### src/rtl/mux2_rr_arbiter_if.sv
// Handshake bundle between two requesters, the arbiter and its single consumer.
interface mux2_rr_arbiter_if #(
    parameter int WIDTH = 8,
    parameter int CNT_W = 16
);
    logic             a_valid_i;
    logic [WIDTH-1:0] a_data_i;
    logic             a_last_i;
    logic             a_ready_o;
    logic             b_valid_i;
    logic [WIDTH-1:0] b_data_i;
    logic             b_last_i;
    logic             b_ready_o;
    logic             y_valid_o;
    logic [WIDTH-1:0] y_data_o;
    logic             y_last_o;
    logic             y_src_o;
    logic             y_ready_i;
    logic             sel_o;
    logic             busy_o;
    logic [CNT_W-1:0] pkt_cnt_o;

    modport master (
        output a_valid_i, a_data_i, a_last_i, b_valid_i, b_data_i, b_last_i, y_ready_i,
        input  a_ready_o, b_ready_o, y_valid_o, y_data_o, y_last_o, y_src_o,
               sel_o, busy_o, pkt_cnt_o
    );

    modport slave (
        input  a_valid_i, a_data_i, a_last_i, b_valid_i, b_data_i, b_last_i, y_ready_i,
        output a_ready_o, b_ready_o, y_valid_o, y_data_o, y_last_o, y_src_o,
               sel_o, busy_o, pkt_cnt_o
    );
endinterface

### src/rtl/mux2_rr_arbiter.sv
// Two-requester round-robin arbiter with packet locking and one registered output stage.
module mux2_rr_arbiter #(
    parameter int WIDTH = 8,
    parameter int CNT_W = 16
) (
    input logic              clk_i,
    input logic              rst_ni,
    mux2_rr_arbiter_if.slave bus
);
    typedef enum logic [1:0] {
        IDLE   = 2'd0,
        LOCK_A = 2'd1,
        LOCK_B = 2'd2
    } state_t;

    state_t           state_q, state_d;
    logic             prio_q, prio_d;
    logic             sel;
    logic             slot_free;
    logic             g_valid;
    logic             g_last;
    logic             accept;
    logic             y_valid_q;
    logic [WIDTH-1:0] y_data_q;
    logic             y_last_q;
    logic             y_src_q;
    logic [CNT_W-1:0] cnt_q;

    always_comb begin
        state_d   = state_q;
        prio_d    = prio_q;
        sel       = prio_q;
        slot_free = !y_valid_q || bus.y_ready_i;
        case (state_q)
            // A lone requester wins outright; ties fall back to the priority pointer
            IDLE:    if (bus.a_valid_i != bus.b_valid_i) sel = bus.a_valid_i;
            LOCK_A:  sel = 1'b1;
            LOCK_B:  sel = 1'b0;
            default: sel = prio_q;
        endcase
        g_valid = sel ? bus.a_valid_i : bus.b_valid_i;
        g_last  = sel ? bus.a_last_i  : bus.b_last_i;
        accept  = g_valid && slot_free;
        if (accept) begin
            if (g_last) begin
                state_d = IDLE;
                prio_d  = !sel;
            end else begin
                state_d = sel ? LOCK_A : LOCK_B;
            end
        end
    end

    always_ff @(posedge clk_i or negedge rst_ni) begin
        if (!rst_ni) begin
            state_q   <= IDLE;
            prio_q    <= 1'b1;
            y_valid_q <= 1'b0;
            y_data_q  <= '0;
            y_last_q  <= 1'b0;
            y_src_q   <= 1'b0;
            cnt_q     <= '0;
        end else begin
            state_q <= state_d;
            prio_q  <= prio_d;
            if (accept) begin
                y_valid_q <= 1'b1;
                y_data_q  <= sel ? bus.a_data_i : bus.b_data_i;
                y_last_q  <= g_last;
                y_src_q   <= sel;
            end else if (slot_free) begin
                y_valid_q <= 1'b0;
            end
            if (accept && g_last) cnt_q <= cnt_q + CNT_W'(1);
        end
    end

    assign bus.a_ready_o = sel && slot_free;
    assign bus.b_ready_o = !sel && slot_free;
    assign bus.y_valid_o = y_valid_q;
    assign bus.y_data_o  = y_data_q;
    assign bus.y_last_o  = y_last_q;
    assign bus.y_src_o   = y_src_q;
    assign bus.sel_o     = sel;
    assign bus.busy_o    = (state_q != IDLE);
    assign bus.pkt_cnt_o = cnt_q;
endmodule
### src/flat_wrapper.sv
// flat-port wrapper written by rule: the top's interface ports become plain ports
module mux2_rr_arbiter_flat 
#(
    parameter int WIDTH = 8,
    parameter int CNT_W = 16
)
  (clk_i, rst_ni, bus_a_valid_i, bus_a_data_i, bus_a_last_i, bus_b_valid_i, bus_b_data_i, bus_b_last_i, bus_y_ready_i, bus_a_ready_o, bus_b_ready_o, bus_y_valid_o, bus_y_data_o, bus_y_last_o, bus_y_src_o, bus_sel_o, bus_busy_o, bus_pkt_cnt_o);
  mux2_rr_arbiter_if #(.WIDTH(WIDTH), .CNT_W(CNT_W)) bus_i ();
  input logic clk_i;
  input logic rst_ni;
  input wire logic [$bits(bus_i.a_valid_i)-1:0] bus_a_valid_i;
  input wire logic [$bits(bus_i.a_data_i)-1:0] bus_a_data_i;
  input wire logic [$bits(bus_i.a_last_i)-1:0] bus_a_last_i;
  input wire logic [$bits(bus_i.b_valid_i)-1:0] bus_b_valid_i;
  input wire logic [$bits(bus_i.b_data_i)-1:0] bus_b_data_i;
  input wire logic [$bits(bus_i.b_last_i)-1:0] bus_b_last_i;
  input wire logic [$bits(bus_i.y_ready_i)-1:0] bus_y_ready_i;
  output wire logic [$bits(bus_i.a_ready_o)-1:0] bus_a_ready_o;
  output wire logic [$bits(bus_i.b_ready_o)-1:0] bus_b_ready_o;
  output wire logic [$bits(bus_i.y_valid_o)-1:0] bus_y_valid_o;
  output wire logic [$bits(bus_i.y_data_o)-1:0] bus_y_data_o;
  output wire logic [$bits(bus_i.y_last_o)-1:0] bus_y_last_o;
  output wire logic [$bits(bus_i.y_src_o)-1:0] bus_y_src_o;
  output wire logic [$bits(bus_i.sel_o)-1:0] bus_sel_o;
  output wire logic [$bits(bus_i.busy_o)-1:0] bus_busy_o;
  output wire logic [$bits(bus_i.pkt_cnt_o)-1:0] bus_pkt_cnt_o;
  assign bus_i.a_valid_i = bus_a_valid_i;
  assign bus_i.a_data_i = bus_a_data_i;
  assign bus_i.a_last_i = bus_a_last_i;
  assign bus_i.b_valid_i = bus_b_valid_i;
  assign bus_i.b_data_i = bus_b_data_i;
  assign bus_i.b_last_i = bus_b_last_i;
  assign bus_i.y_ready_i = bus_y_ready_i;
  assign bus_a_ready_o = bus_i.a_ready_o;
  assign bus_b_ready_o = bus_i.b_ready_o;
  assign bus_y_valid_o = bus_i.y_valid_o;
  assign bus_y_data_o = bus_i.y_data_o;
  assign bus_y_last_o = bus_i.y_last_o;
  assign bus_y_src_o = bus_i.y_src_o;
  assign bus_sel_o = bus_i.sel_o;
  assign bus_busy_o = bus_i.busy_o;
  assign bus_pkt_cnt_o = bus_i.pkt_cnt_o;
  mux2_rr_arbiter #(.WIDTH(WIDTH), .CNT_W(CNT_W)) u_core (.clk_i(clk_i), .rst_ni(rst_ni), .bus(bus_i));
endmodule
### config.mk
export PLATFORM = sky130hd
export DESIGN_NAME = mux2_rr_arbiter_flat
export DESIGN_NICKNAME = d
export VERILOG_FILES = /design/src/rtl/mux2_rr_arbiter_if.sv /design/src/rtl/mux2_rr_arbiter.sv /design/src/flat_wrapper.sv
export SDC_FILE = /design/constraint.sdc
export NUM_CORES = 1
export LEC_CHECK = 0
export CORE_ASPECT_RATIO = 0.6
export CORE_MARGIN = 3
export CORE_UTILIZATION = 42
export CTS_BUF_LIST = sky130_fd_sc_hd__clkbuf_4
export CTS_CLUSTER_SIZE = 10
export DETAILED_ROUTE_END_ITERATION = 10
export PLACE_DENSITY = 0.79
export SYNTH_ARGS = -nofsm -noshare
export SYNTH_HDL_FRONTEND = slang
export SYNTH_SLANG_ARGS = --single-unit
### constraint.sdc
create_clock -name clk_i -period 1.8 [get_ports clk_i]
set_clock_uncertainty 0.15 [all_clocks]
set_input_delay 0.36 -clock clk_i [delete_from_list [all_inputs] [get_ports clk_i]]
set_output_delay 0.36 -clock clk_i [all_outputs]
set_load 0.005 [all_outputs]
==> results of run 1 <==
[cell families (layout without fill, tap and decap cells)]
group,after synthesis,after routing,synth area share [%]
AO/OA/AOI/OAI,24,25,11.7
XOR/XNOR,15,15,8.69
adder cells (fa/ha/maj),1,1,0.827
buffers and inverters,12,117,4.05
flip-flops,30,30,49.7
multiplexers,1,1,0.744
AND/OR/NAND/NOR,65,65,24.3
[sequential cells by signal, summed over array words and instances (netlist names)]
| signal | cells |
|---|---|
| u_core.bus.pkt_cnt_o | 16 |
| u_core.bus.y_data_o | 8 |
| u_core.state_q | 2 |
| u_core.bus.y_last_o | 1 |
| u_core.bus.y_src_o | 1 |
| u_core.bus.y_valid_o | 1 |
| u_core.prio_q | 1 |
[power groups by stage]
| stage | sequential, mW | combinational, mW | clock, mW |
|---|---|---|---|
| floorplan | 1.05 | 0.645 | 0 |
| global placement | 1.05 | 1.44 | 0 |
| detailed placement | 1.06 | 1.48 | 0 |
| CTS | 1.03 | 1.85 | 0.398 |
| global route | 1.06 | 2.38 | 0.453 |
| finish | 1.04 | 2.24 | 0.404 |
[repair_timing]
| action | in CTS | in global routing |
|---|---|---|
| cloned | 1 | 1 |
| setup endpoints to repair | 27 | 40 |
| gates resized for setup | 41 | 36 |
| setup buffers | 13 | 14 |
| pin swaps | 14 | 7 |
[area by class of cell]
type	instances	area (µm²)	share of cell area [%]
tap	45	56.3	2.04
clock buffer	6	45.0	1.63
clock inverter	2	8.76	0.318
multi-input combinational	107	880	31.9
inverter	6	25.0	0.907
timing repair buffer	103	988	35.8
sequential	30	754	27.4
[worst reg2reg max path: cells and delay by family, from the launching register on]
kind | cells | cell delay (ns)
and+or+nand+nor | 3 | 0.66
xor gates and xnor gates | 1 | 0.13
DFF | 1 | 0.61
AOI/OAI and AO/OA | 1 | 0.16
buffers and inverters | 2 | 0.30
[worst paths after layout]
path	startpoint	to	slack, ns	cells after the start
hold reg to reg	u_core.bus.pkt_cnt_o[15]	u_core.bus.pkt_cnt_o[15]	0.34	1
max in group asynchronous	rst_ni	u_core.prio_q	1.04	2
hold / removal	rst_ni	u_core.bus.pkt_cnt_o[2]	0.21	2
setup / recovery	u_core.prio_q	u_core.bus.pkt_cnt_o[4]	-0.30	7
min in group clk_i	u_core.bus.pkt_cnt_o[15]	u_core.bus.pkt_cnt_o[15]	0.34	1
setup reg to reg	u_core.prio_q	u_core.bus.pkt_cnt_o[4]	-0.30	7
[through the flow]
step	setup TNS (ns)	hold WS [ns]
floorplan	-0.00655	-0.0856
global placement	-12.28	0.309
detailed placement	-14.13	0.325
CTS	-2.44	0.229
global route	-5.63	0.207
finish	-4.36	0.210
[Yosys cell counts, drive strengths merged]
| library cell | number |
|---|---|
| nor3b | 1 |
| nor2b | 2 |
| and4 | 5 |
| o21a | 1 |
| xnor2 | 13 |
| ha | 1 |
| a21bo | 1 |
| nor2 | 22 |
| o21bai | 1 |
| and3 | 5 |
| mux2 | 1 |
| nand4 | 7 |
| a21oi | 2 |
| o21ai | 5 |
| nand3 | 6 |
| o22ai | 9 |
| buf | 3 |
| clkbuf | 3 |
| dfrtp | 29 |
| nand3b | 1 |
| or3b | 1 |
| dfstp | 1 |
| a31oi | 1 |
| xor2 | 2 |
| a2bb2oi | 1 |
| o2bb2ai | 1 |
| a22o | 1 |
| or2b | 1 |
| nand2b | 2 |
| o2111ai | 1 |
| inv | 6 |
| nand2 | 12 |
[per-layer routing]
metal	track usage, %	vias up
met3	6.59	21
li1	-	733
met4	8.82	0
met2	39.9	110
met1	29.3	811
met5	0	-
==> results.json, run 1 <==
{
  "met1_length_um": 2400,
  "htree_levels": 2,
  "cts_buffers": 5,
  "synth.distinct_cells": 36,
  "grt-ovfl-total": 0,
  "grt_start_max_net_pins": 31,
  "top_layer_used": "met4",
  "ant_nets": 0,
  "n_antenna_cell": 0,
  "finish.instance_area_um2": 2760,
  "dpl_cell_area_um2": 2260,
  "path_cells": "buf_4 > or3b_4 > and4_4 > o2bb2ai_4 > buf_12 > or2b_1 > xnor2_1",
  "yosysTopAreaCell": "dfrtp_1",
  "viasPerCell": 5.60,
  "dp_slack_ns": -0.829,
  "dieArea_um2": 4380,
  "pwr-share-clk_pct": 11.0,
  "power.density_nw_per_um2": 1340,
  "finalPower_mw": 3.69,
  "clockRootBuffer": "clkbuf_4",
  "place.gp.congestion": 0.880,
  "hold_violations": 0,
  "cts_buffer_depth": 2,
  "slew_headroom_pct": 70.3,
  "firstDrtPassIters": 4,
  "synthCells": 148,
  "rows": 16,
  "drcViolationCount": 0,
  "ys_seq_area_share_pct": 49.7,
  "initial_core_util_pct": 45.2,
  "cts_tree": "yes",
  "crit_buf_inv": 2,
  "cp-end-kind": "flop",
  "startpoint_type": "flop",
  "postSynthAreaPerCell_um2": 10.2,
  "clk-insertion-delay-late_ns": 0.35,
  "rsz0062_at_grt": "true",
  "p_int_mw": 2.29,
  "final_cell_mix": "clkdlybuf4s50_1 (43), buf_4 (34), dfrtp_1 (27)",
  "power_frac_seq_pct": 28.2,
  "grt_first_pass_wirelength_um": 7870,
  "outcome": "complete, but fails checks",
  "cpPeakStageDelay_ns": 0.61,
  "dp.cells": 264,
  "fmax_ghz": 0.477,
  "wl_met2_um": 2770,
  "final_cells": 299,
  "synth.top_cell.area_share_pct": 48.0,
  "p_leak_nw": 1.36,
  "cts_sinks": 30,
  "cp.arrival_ns": 2.18,
  "drt_iter0_drc": 138,
  "fin_util_pct": 82.5,
  "io_buffers": 53,
  "layout_commonest_cell": "clkdlybuf4s50_1",
  "finalSetupViolCount": 30,
  "slew_violations": 0,
  "cp.required_ns": 1.89,
  "drive_gt1_share_pct": 37.8,
  "irDropWorstVdd_v": 0.00109,
  "grt.total_usage_pct": 23.6,
  "hpwl_um": 2990,
  "antenna_found_initial": 0,
  "worst_pin_slew_ns": 0.445,
  "wl_per_cell_um": 19.6,
  "core_um2": 3340,
  "nets": 277,
  "synthesis.area_um2": 1510,
  "violations": "negative setup slack",
  "p_switching_mw": 1.39,
  "fin_ws_ns": -0.297,
  "wl_met3_um": 492,
  "synth_area_leaders": "dfrtp_1 (48%), xnor2_1 (7.5%), nor2_1 (5.5%), o22ai_1 (3.7%), nand2_1 (3.0%)",
  "criticalPathCategory": "reg -> reg",
  "holdBufCountCts": 0,
  "drv_cap": 0,
  "vias": 1675,
  "post-route-period-util_pct": 117,
  "clk_pin_slew_ns": 0.10,
  "synth_fp_nets": 172,
  "finalWirelength_um": 5860,
  "fin_crit_ns": 2.10,
  "die_w_um": 83.5,
  "final.fill_count": 159,
  "ys_ff_latch": 30,
  "ioPinCount": 54,
  "p_comb_share_pct": 60.8,
  "path_delay_family": "simple AND/OR/NAND/NOR gates",
  "hold_class": "in -> async",
  "critPathSlowestCell": "dfstp_2",
  "switching_share_pct": 37.8,
  "die_h_um": 52.5,
  "crit_path_max_fanout": 5,
  "area_delta_synth_final_pct": 82.3,
  "grt_pass1_vias": 1547,
  "yosys_warnings": 0
}
Power figures use the tool's default switching activity.
==> inputs of run 2 (changes only) <==
Settings changed: SETUP_SLACK_MARGIN from default to 0.2.
==> results.json, run 2 (synthesized netlist as in run 1, its figures left out) <==
{
  "power_frac_seq_pct": 27.9,
  "core_um2": 3340,
  "crit_buf_inv": 2,
  "die_w_um": 83.5,
  "slew_violations": 0,
  "pwr-share-clk_pct": 11.3,
  "grt_pass1_vias": 1753,
  "path_delay_family": "flip-flops",
  "grt_start_max_net_pins": 31,
  "startpoint_type": "flop",
  "drcViolationCount": 0,
  "ioPinCount": 54,
  "initial_core_util_pct": 45.2,
  "cts_buffers": 5,
  "cp.arrival_ns": 1.59,
  "p_comb_share_pct": 60.8,
  "cpPeakStageDelay_ns": 0.61,
  "drv_cap": 0,
  "slew_headroom_pct": 67.6,
  "cts_buffer_depth": 2,
  "grt.total_usage_pct": 26.2,
  "rows": 16,
  "irDropWorstVdd_v": 0.00104,
  "ant_nets": 0,
  "crit_path_max_fanout": 5,
  "drt_iter0_drc": 104,
  "multi_input_area_um2": 942,
  "violations": "negative setup slack",
  "cp-end-kind": "primary output",
  "dpl_cell_area_um2": 2300,
  "criticalPathCategory": "reg -> out",
  "place.gp.congestion": 0.859,
  "hold_violations": 0,
  "seq_area_um2": 754,
  "holdBufCountCts": 0,
  "dieArea_um2": 4380,
  "dp_slack_ns": -0.650,
  "finalWirelength_um": 6550,
  "critPathSlowestCell": "dfstp_2",
  "switching_share_pct": 39.9,
  "cts_sinks": 30,
  "p_leak_nw": 1.44,
  "firstDrtPassIters": 4,
  "r2r_slack_ns": -0.25,
  "fin_tns_setup_ns": -4.26,
  "fin_crit_ns": 2.10,
  "grt-ovfl-total": 0,
  "clk_pin_slew_ns": 0.11,
  "final_cell_mix": "buf_4 (45), dlygate4sd2_1 (27), dfrtp_1 (27)",
  "path_cells": "nor2_2 > o21ai_1 > o21ai_1 > buf_4 > nor2_2 > buf_2",
  "finalSetupViolCount": 29,
  "clk-insertion-delay-late_ns": 0.37,
  "area_delta_synth_final_pct": 87.2,
  "crit_path_start": "u_core.prio_q",
  "layout_commonest_cell": "buf_4",
  "p_switching_mw": 1.49,
  "fin_ws_ns": -0.302,
  "rsz0062_at_grt": "true",
  "die_h_um": 52.5,
  "n_antenna_cell": 0,
  "r2r_start": "u_core.prio_q",
  "htree_levels": 2,
  "power.density_nw_per_um2": 1320,
  "viasPerCell": 5.75,
  "post-route-period-util_pct": 117,
  "antenna_found_initial": 0,
  "vias": 1772,
  "hold_class": "in -> async",
  "nets": 286,
  "p_int_mw": 2.25,
  "hpwl_um": 3270,
  "cp.required_ns": 1.29,
  "final.fill_count": 147,
  "cts_tree": "yes",
  "largest_reg_flops": 16,
  "outcome": "complete, but fails checks",
  "finish.instance_area_um2": 2830,
  "worst_pin_slew_ns": 0.486,
  "clockRootBuffer": "clkbuf_4",
  "drive_gt1_share_pct": 43.3,
  "hold_ws_ns": 0.216,
  "grt_first_pass_wirelength_um": 8670,
  "wl_per_cell_um": 21.3,
  "io_buffers": 53,
  "fmax_ghz": 0.476
}
run 2: changes by cell type in the layout (fill, tap and decap cells not counted), sizes merged:
cell,delta
buf,+11
clkbuf,-2
clkdlybuf4s15,-1
clkdlybuf4s50,-22
clkinvlp,+1
dlygate4sd2,+27
dlymetal6s2s,-5
run 2: per-stage QoR:
| stage | std cells | power (mW) | utilization [%] |
|---|---|---|---|
| floorplan | 148 | 1.72 | - |
| global route | 308 | 3.91 | 84.7 |
| global placement | 267 | 2.55 | 68.7 |
| detailed placement | 267 | 2.62 | 68.7 |
| CTS | 303 | 3.25 | 77.4 |
| finish | 308 | 3.74 | 84.7 |
run 2: what timing repair did:
item | CTS | global route
resized for setup | 63 | 45
gates cloned | 1 | 1
setup endpoints to repair | 58 | 32
pin swaps | 12 | 16
setup buffers | 27 | 4
run 2: power by group through the flow:
stage / Combinational [mW] / Sequential [mW] / Clock [mW]
floorplan: 0.663 / 1.05 / 0
global placement: 1.48 / 1.07 / 0
finish: 2.27 / 1.04 / 0.423
CTS: 1.83 / 1.01 / 0.406
global route: 2.40 / 1.06 / 0.453
detailed placement: 1.53 / 1.09 / 0
run 2: area by class of cell:
class,count,area share [%]
timing repair buffer,112,35.3
multi-input combinational,107,33.3
sequential,30,26.6
tap,45,1.99
clock buffer,5,1.33
inverter,6,0.884
clock inverter,3,0.574
run 2: worst paths after layout:
check / endpoint / cells past startpoint
max in group asynchronous: u_core.prio_q / 2
worst max register to register: u_core.bus.pkt_cnt_o[8] / 6
worst min-delay path: u_core.bus.pkt_cnt_o[15] / 2
min in group clk_i: u_core.bus.y_data_o[0] / 2
worst max-delay path: bus_a_ready_o / 6
worst min register to register: u_core.bus.y_data_o[0] / 2
run 2: per-layer routing:
metal,global-route usage (%),up-vias,wire length (µm)
met3,7.06,31,469
li1,-,752,-
met1,29.9,891,2500
met2,47.6,98,3240
met5,0,-,0
met4,11.0,0,335
